### src/rtl/syn_stamp_if.sv
// Stamp readout stream between the timestamper (master) and the packet/readout logic (slave).
// Show-ahead: the head record is presented whenever stamp_vld is high.
interface syn_stamp_if;
    logic        stamp_vld;
    logic        stamp_rdy;
    logic [31:0] stamp_sec;
    logic [31:0] stamp_ns;
    logic [15:0] stamp_seq;

    modport master (
        output stamp_vld,
        output stamp_sec,
        output stamp_ns,
        output stamp_seq,
        input  stamp_rdy
    );

    modport slave (
        input  stamp_vld,
        input  stamp_sec,
        input  stamp_ns,
        input  stamp_seq,
        output stamp_rdy
    );
endinterface

### src/rtl/syn_stamp.sv
// Event timestamper: synchronizes evt_in, tags rising edges with latency-compensated
// {sec, ns, seq} and queues them in a show-ahead FIFO with a saturating drop counter.
module syn_stamp #(
    parameter int DEPTH_LOG2 = 3,
    parameter int COMP_NS    = 30,
    parameter int NS_MAX     = 999_999_999
) (
    input  logic                clk_sys,
    input  logic                rst_n,
    input  logic                evt_in,
    input  logic                en,
    input  logic                clr,
    input  logic [31:0]         utc_sec,
    input  logic [31:0]         now_ns,
    syn_stamp_if.master         stamp,
    output logic [7:0]          stu_ovf_cnt,
    output logic [DEPTH_LOG2:0] stu_fill
);

    localparam int                  DEPTH     = 1 << DEPTH_LOG2;
    localparam logic [DEPTH_LOG2:0] FILL_FULL = (DEPTH_LOG2 + 1)'(DEPTH);
    localparam logic [DEPTH_LOG2:0] FILL_ZERO = {(DEPTH_LOG2 + 1){1'b0}};
    localparam logic [DEPTH_LOG2:0] FILL_ONE  = (DEPTH_LOG2 + 1)'(1);
    localparam logic [DEPTH_LOG2-1:0] PTR_ZERO = {DEPTH_LOG2{1'b0}};
    localparam logic [DEPTH_LOG2-1:0] PTR_ONE  = DEPTH_LOG2'(1);
    localparam logic [31:0]         COMP_V    = 32'(COMP_NS);
    localparam logic [31:0]         WRAP_ADD  = 32'(NS_MAX + 1 - COMP_NS);

    typedef struct packed {
        logic [31:0] sec;
        logic [31:0] ns;
        logic [15:0] seq;
    } stamp_t;

    // Borrow a second when the captured ns is too small to subtract the detect latency.
    function automatic stamp_t compensate(input logic [31:0] sec,
                                          input logic [31:0] ns,
                                          input logic [15:0] seq);
        stamp_t r;
        r.seq = seq;
        if (ns >= COMP_V) begin
            r.ns  = ns - COMP_V;
            r.sec = sec;
        end else begin
            r.ns  = ns + WRAP_ADD;
            r.sec = sec - 32'd1;
        end
        return r;
    endfunction

    logic                  s1_q, s2_q, s3_q;
    logic [15:0]           seq_q, seq_d;
    logic                  cap_vld_q;
    logic [31:0]           cap_sec_q, cap_ns_q;
    logic [15:0]           cap_seq_q;
    logic                  cmp_vld_q;
    stamp_t                cmp_q, cmp_d;
    stamp_t                mem_q [DEPTH];
    logic [DEPTH_LOG2-1:0] wr_ptr_q, wr_ptr_d, rd_ptr_q, rd_ptr_d;
    logic [DEPTH_LOG2:0]   fill_q, fill_d;
    logic [7:0]            ovf_q, ovf_d;
    stamp_t                head_q, head_d;
    logic                  vld_q, vld_d;

    logic rise_s, full_s, pop_s, push_s, drop_s;

    // Next-state logic for detection, FIFO bookkeeping and the registered head.
    always_comb begin
        rise_s = s2_q & ~s3_q & en;
        full_s = (fill_q == FILL_FULL);
        pop_s  = vld_q & stamp.stamp_rdy & ~clr;
        push_s = cmp_vld_q & ~clr & (~full_s | pop_s);
        drop_s = cmp_vld_q & ~clr & full_s & ~pop_s;

        seq_d = rise_s ? (seq_q + 16'd1) : seq_q;
        cmp_d = compensate(cap_sec_q, cap_ns_q, cap_seq_q);

        if (clr) begin
            rd_ptr_d = PTR_ZERO;
            wr_ptr_d = PTR_ZERO;
            fill_d   = FILL_ZERO;
            ovf_d    = 8'd0;
        end else begin
            rd_ptr_d = pop_s  ? (rd_ptr_q + PTR_ONE) : rd_ptr_q;
            wr_ptr_d = push_s ? (wr_ptr_q + PTR_ONE) : wr_ptr_q;
            case ({push_s, pop_s})
                2'b10:   fill_d = fill_q + FILL_ONE;
                2'b01:   fill_d = fill_q - FILL_ONE;
                default: fill_d = fill_q;
            endcase
            ovf_d = (drop_s && (ovf_q != 8'hFF)) ? (ovf_q + 8'd1) : ovf_q;
        end

        vld_d = (fill_d != FILL_ZERO);
        // A stamp written into the slot that becomes the head must bypass the memory.
        if (!vld_d) begin
            head_d = '0;
        end else if (push_s && (wr_ptr_q == rd_ptr_d)) begin
            head_d = cmp_q;
        end else begin
            head_d = mem_q[rd_ptr_d];
        end
    end

    // State registers with synchronous active-low reset.
    always_ff @(posedge clk_sys) begin
        if (!rst_n) begin
            s1_q      <= 1'b0;
            s2_q      <= 1'b0;
            s3_q      <= 1'b0;
            seq_q     <= 16'd0;
            cap_vld_q <= 1'b0;
            cap_sec_q <= 32'd0;
            cap_ns_q  <= 32'd0;
            cap_seq_q <= 16'd0;
            cmp_vld_q <= 1'b0;
            cmp_q     <= '0;
            for (int i = 0; i < DEPTH; i++) begin
                mem_q[i] <= '0;
            end
            wr_ptr_q  <= PTR_ZERO;
            rd_ptr_q  <= PTR_ZERO;
            fill_q    <= FILL_ZERO;
            ovf_q     <= 8'd0;
            head_q    <= '0;
            vld_q     <= 1'b0;
        end else begin
            s1_q      <= evt_in;
            s2_q      <= s1_q;
            s3_q      <= s2_q;
            seq_q     <= seq_d;
            cap_vld_q <= rise_s;
            if (rise_s) begin
                cap_sec_q <= utc_sec;
                cap_ns_q  <= now_ns;
                cap_seq_q <= seq_q;
            end else begin
                cap_sec_q <= cap_sec_q;
                cap_ns_q  <= cap_ns_q;
                cap_seq_q <= cap_seq_q;
            end
            cmp_vld_q <= cap_vld_q;
            cmp_q     <= cmp_d;
            if (push_s) begin
                mem_q[wr_ptr_q] <= cmp_q;
            end else begin
                mem_q[wr_ptr_q] <= mem_q[wr_ptr_q];
            end
            wr_ptr_q  <= wr_ptr_d;
            rd_ptr_q  <= rd_ptr_d;
            fill_q    <= fill_d;
            ovf_q     <= ovf_d;
            head_q    <= head_d;
            vld_q     <= vld_d;
        end
    end

    assign stamp.stamp_vld = vld_q;
    assign stamp.stamp_sec = head_q.sec;
    assign stamp.stamp_ns  = head_q.ns;
    assign stamp.stamp_seq = head_q.seq;
    assign stu_ovf_cnt     = ovf_q;
    assign stu_fill        = fill_q;

endmodule
### src/flat_wrapper.sv
// flat-port wrapper written by rule: the top's interface ports become plain ports
module syn_stamp_flat 
#(
    parameter int DEPTH_LOG2 = 3,
    parameter int COMP_NS    = 30,
    parameter int NS_MAX     = 999_999_999
)
  (clk_sys, rst_n, evt_in, en, clr, utc_sec, now_ns, stu_ovf_cnt, stu_fill, stamp_stamp_vld, stamp_stamp_sec, stamp_stamp_ns, stamp_stamp_seq, stamp_stamp_rdy);
  syn_stamp_if stamp_i ();
  input  logic clk_sys;
  input  logic rst_n;
  input  logic evt_in;
  input  logic en;
  input  logic clr;
  input  logic [31:0] utc_sec;
  input  logic [31:0] now_ns;
  output logic [7:0] stu_ovf_cnt;
  output logic [DEPTH_LOG2:0] stu_fill;
  output wire logic [$bits(stamp_i.stamp_vld)-1:0] stamp_stamp_vld;
  output wire logic [$bits(stamp_i.stamp_sec)-1:0] stamp_stamp_sec;
  output wire logic [$bits(stamp_i.stamp_ns)-1:0] stamp_stamp_ns;
  output wire logic [$bits(stamp_i.stamp_seq)-1:0] stamp_stamp_seq;
  input wire logic [$bits(stamp_i.stamp_rdy)-1:0] stamp_stamp_rdy;
  assign stamp_stamp_vld = stamp_i.stamp_vld;
  assign stamp_stamp_sec = stamp_i.stamp_sec;
  assign stamp_stamp_ns = stamp_i.stamp_ns;
  assign stamp_stamp_seq = stamp_i.stamp_seq;
  assign stamp_i.stamp_rdy = stamp_stamp_rdy;
  syn_stamp #(.DEPTH_LOG2(DEPTH_LOG2), .COMP_NS(COMP_NS), .NS_MAX(NS_MAX)) u_core (.clk_sys(clk_sys), .rst_n(rst_n), .evt_in(evt_in), .en(en), .clr(clr), .utc_sec(utc_sec), .now_ns(now_ns), .stamp(stamp_i), .stu_ovf_cnt(stu_ovf_cnt), .stu_fill(stu_fill));
endmodule
### config.mk
export PLATFORM = sky130hd
export DESIGN_NAME = syn_stamp_flat
export DESIGN_NICKNAME = d
export VERILOG_FILES = /design/src/rtl/syn_stamp_if.sv /design/src/rtl/syn_stamp.sv /design/src/flat_wrapper.sv
export SDC_FILE = /design/constraint.sdc
export NUM_CORES = 1
export LEC_CHECK = 0
export CORE_ASPECT_RATIO = 1.2
export CORE_MARGIN = 10
export CORE_UTILIZATION = 29
export CTS_BUF_LIST = sky130_fd_sc_hd__clkbuf_4
export CTS_CLUSTER_DIAMETER = 40
export CTS_CLUSTER_SIZE = 40
export DETAILED_ROUTE_END_ITERATION = 12
export HOLD_SLACK_MARGIN = 0.1
export MAX_ROUTING_LAYER = met4
export PLACE_DENSITY = 0.52
export RECOVER_POWER = 25
export SETUP_SLACK_MARGIN = 0.4
export SLEW_MARGIN = 40
export SYNTH_ARGS = -nofsm -noshare
export SYNTH_HDL_FRONTEND = slang
export SYNTH_SLANG_ARGS = --single-unit
export TNS_END_PERCENT = 10
### constraint.sdc
create_clock -name clk_sys -period 25.4 [get_ports clk_sys]
set_input_delay 5.08 -clock clk_sys [delete_from_list [all_inputs] [get_ports clk_sys]]
set_output_delay 5.08 -clock clk_sys [all_outputs]
set_load 0.005 [all_outputs]
==> results_dict.tcl <==
set metrics [dict create \
    whs_ns 0.453 \
    r2r_start "u_core.stamp.stamp_vld" \
    gr-total-overflow 0 \
    wl_per_cell_um 22.7 \
    start_kind "input port" \
    start_util 0.291 \
    arrival_ns 12.09 \
    fin_util 0.331 \
    ctsResizeCount 0 \
    place_area_um2 43100 \
    dieArea_um2 151000 \
    maxSlewHeadroom -1.23 \
    layout_min_cycle_time_ns 11.16 \
    worstPathMaxFanout 69 \
    powerDensity_nw_per_um2 63.3 \
    max_freq_mhz 89.6 \
    drt_iter0_markers 2371 \
    clk_pin_slew_worst_paths_ns 0.14 \
    syn_inst 3631 \
    critPathCapture "u_core.cmp_q[26]" \
    r2r_cells 8 \
    crit_path_start "rst_n" \
    grt_max_degree 86 \
    ant_nets 0 \
    dp_hpwl_um 72000 \
    fin_nets 3768 \
    synthToLayoutAreaGrowth_pct 13.7 \
    clockBufferDepth 3 \
    cts_made_buffers 110 \
    top_level_ports 163 \
    synth.distinct_cells 58 \
    worstReg2RegEnd "u_core.mem_q[1][69]" \
    critPathRequiredTime_ns 26.34 \
    violations "max-capacitance violations, max-slew violations" \
    ys_seq_area_frac 0.629 \
    worstSkewPairLatency_ns 1.08 \
    synthArstFlopShare 0 \
    antenna_found_initial 10 \
    portBuffers 162 \
    cts_post_setup_buffers_inserted 0 \
    grt_pass1_wl_um 189000 \
    worst_pin_slew_ns 3.32 \
    final-setup-viol-count 0 \
    period_share 0.439 \
    maxSlewViolCount 362 \
    outcome "complete, but fails checks" \
    totalWireLength_um 127000 \
    cts_hold_buf 0 \
    critical_path_class "input port to flip-flop" \
    gp_congestion 0.793 \
    fin_skew_ns 0.0712 \
    core-area_um2 136000 \
    peakVddDrop_mv 0.0360 \
    vias 27618 \
    rows 148 \
    tns_ns 0 \
    end_kind "flip-flop" \
    clock-root-buffer "clkbuf_4" \
    r2r_slack_ns 20.73 \
    h-tree-depth 3 \
    cts_tree "built" \
    synth_seq_cells 920 \
    p_total_mw 2.84 \
    vias_per_cell 4.94 \
    synth_flop_cell "edfxtp_1" \
    finalWorstSetupSlack_ns 14.24 \
    rsz0062_at_grt "no" \
    min_path_type "flip-flop to flip-flop" \
    clkSinkCount 920 \
    grtUsageTotal 0.170 \
    p_leak_nw 16.2 \
    drc 0 \
    postLayoutCellArea_um2 44900 \
    netlist_area_um2 39500 \
    final_cells 5592 \
    syn_nets 3708 \
    hold_viol 0 \
    die_h_um 424 \
    fillers 13744 \
    synth_edf_count 640 \
    firstDrtPassIters 5 \
    chipWidth_um 357 \
    cap_violations 11 \
    first_global_vias 28078 \
    dp_slack_ns 15.91 \
    place_inst 5377 \
    avgSynthCellArea_um2 10.9 \
    layout-drive-gt1-share 0.0752 \
    yosysWarnings 0 \
]
-- layout by cell type, fill, tap and decap left out, drive strengths merged, types with 4 or more instances in the layout --
cell	instances
a21oi	97
dfxtp	280
o21ai	15
edfxtp	640
dlygate4sd3	33
nand4	11
a311oi	159
buf	52
or3	22
a22oi	4
xor2	33
xnor2	24
a211oi	82
mux2i	11
inv	40
diode	4
o22ai	4
o31ai	13
o41ai	4
nor2	172
or2	4
clkdlybuf4s50	128
and3	87
bufinv	12
and2	666
nand3	179
clkinv	30
nor3	92
o22a	14
nand2	641
clkinvlp	12
ha	7
clkbuf	132
or4	22
nor4	10
nand2b	14
nor2b	5
-- cell type report --
type | instances | area, um^2 | area share
flip-flops and latches | 920 | 24800 | 0.553
multi-input cells | 2429 | 13800 | 0.307
well taps | 1800 | 2250 | 0.0502
repair buffers | 223 | 2160 | 0.0481
clock inverters | 87 | 928 | 0.0207
clock buffers | 122 | 916 | 0.0204
inverters | 7 | 27.5 | 0.000613
diodes | 4 | 10.0 | 0.000223
-- synthesized netlist by cell type, types with 16 or more instances --
| cell | instances | area (um^2) |
|---|---|---|
| and2_1 | 665 | 4160 |
| nand3_1 | 179 | 896 |
| or4_1 | 21 | 158 |
| and3_1 | 87 | 544 |
| nor3_1 | 92 | 460 |
| xnor2_1 | 24 | 210 |
| buf_1 | 16 | 60.1 |
| or3_1 | 21 | 131 |
| clkbuf_1 | 258 | 968 |
| a211oi_1 | 82 | 616 |
| nand2_1 | 641 | 2410 |
| edfxtp_1 | 640 | 19200 |
| xor2_1 | 33 | 289 |
| a311oi_1 | 159 | 1390 |
| a21oi_1 | 97 | 485 |
| dfxtp_1 | 280 | 5610 |
| nor2_1 | 172 | 646 |
-- sequential cells by signal, indices dropped and copies added (netlist names), 4 cells and up --
signal / flops
u_core.cap_ns_q: 32
u_core.stu_fill: 4
u_core.stamp.stamp_seq: 16
u_core.cap_seq_q: 16
u_core.seq_q: 16
u_core.cmp_q: 80
u_core.stamp.stamp_sec: 32
u_core.cap_sec_q: 32
u_core.stu_ovf_cnt: 8
u_core.mem_q: 640
u_core.stamp.stamp_ns: 32
-- worst min-delay path by stage --
stage / start / end / slack, ns / cells after the start
2_1_floorplan: u_core.cap_vld_q / u_core.cmp_vld_q / 0.41 / 1
3_3_place_gp: u_core.s1_q / u_core.s2_q / 0.42 / 1
3_5_place_dp: u_core.cap_vld_q / u_core.cmp_vld_q / 0.42 / 1
4_1_cts: u_core.cap_vld_q / u_core.cmp_vld_q / 0.45 / 1
5_1_grt: u_core.cap_seq_q[0] / u_core.cmp_q[0] / 0.49 / 1
6_report: u_core.cap_vld_q / u_core.cmp_vld_q / 0.45 / 1
-- layer usage --
| layer | vias up | track usage | part of all wire |
|---|---|---|---|
| met5 | - | - | 0 |
| met4 | 0 | 0.0507 | 0.023 |
| met3 | 162 | 0.0216 | 0.050 |
| met2 | 748 | 0.281 | 0.49 |
| met1 | 13730 | 0.215 | 0.44 |
| li1 | 12978 | - | - |
-- logic make-up (layout without fill, tap and decap cells) --
family	after synthesis	count (layout)	synth area share
AOI/OAI and AO/OA	411	411	0.0770
xor gates and xnor gates	57	57	0.0126
adders and majority gates	7	7	0.00222
buffers and inverters	282	439	0.0268
DFF	920	920	0.629
muxes	13	13	0.00336
other	0	4	0
and+or+nand+nor	1941	1941	0.249
-- where the power goes --
part           internal [mW]  switching (mW)  leakage (nW)  total (mW)
Clock                  0.390           0.592          1.00       0.982
Sequential              1.65          0.0521          8.74        1.71
Combinational         0.0516           0.102          6.44       0.154
-- critical path, cell delays in order --
cell	delay (ns)
clkbuf_1	1.02
clkinvlp_2	3.20
clkbuf_1	1.73
a21oi_1	1.00
(Power assumes the default switching activity.)
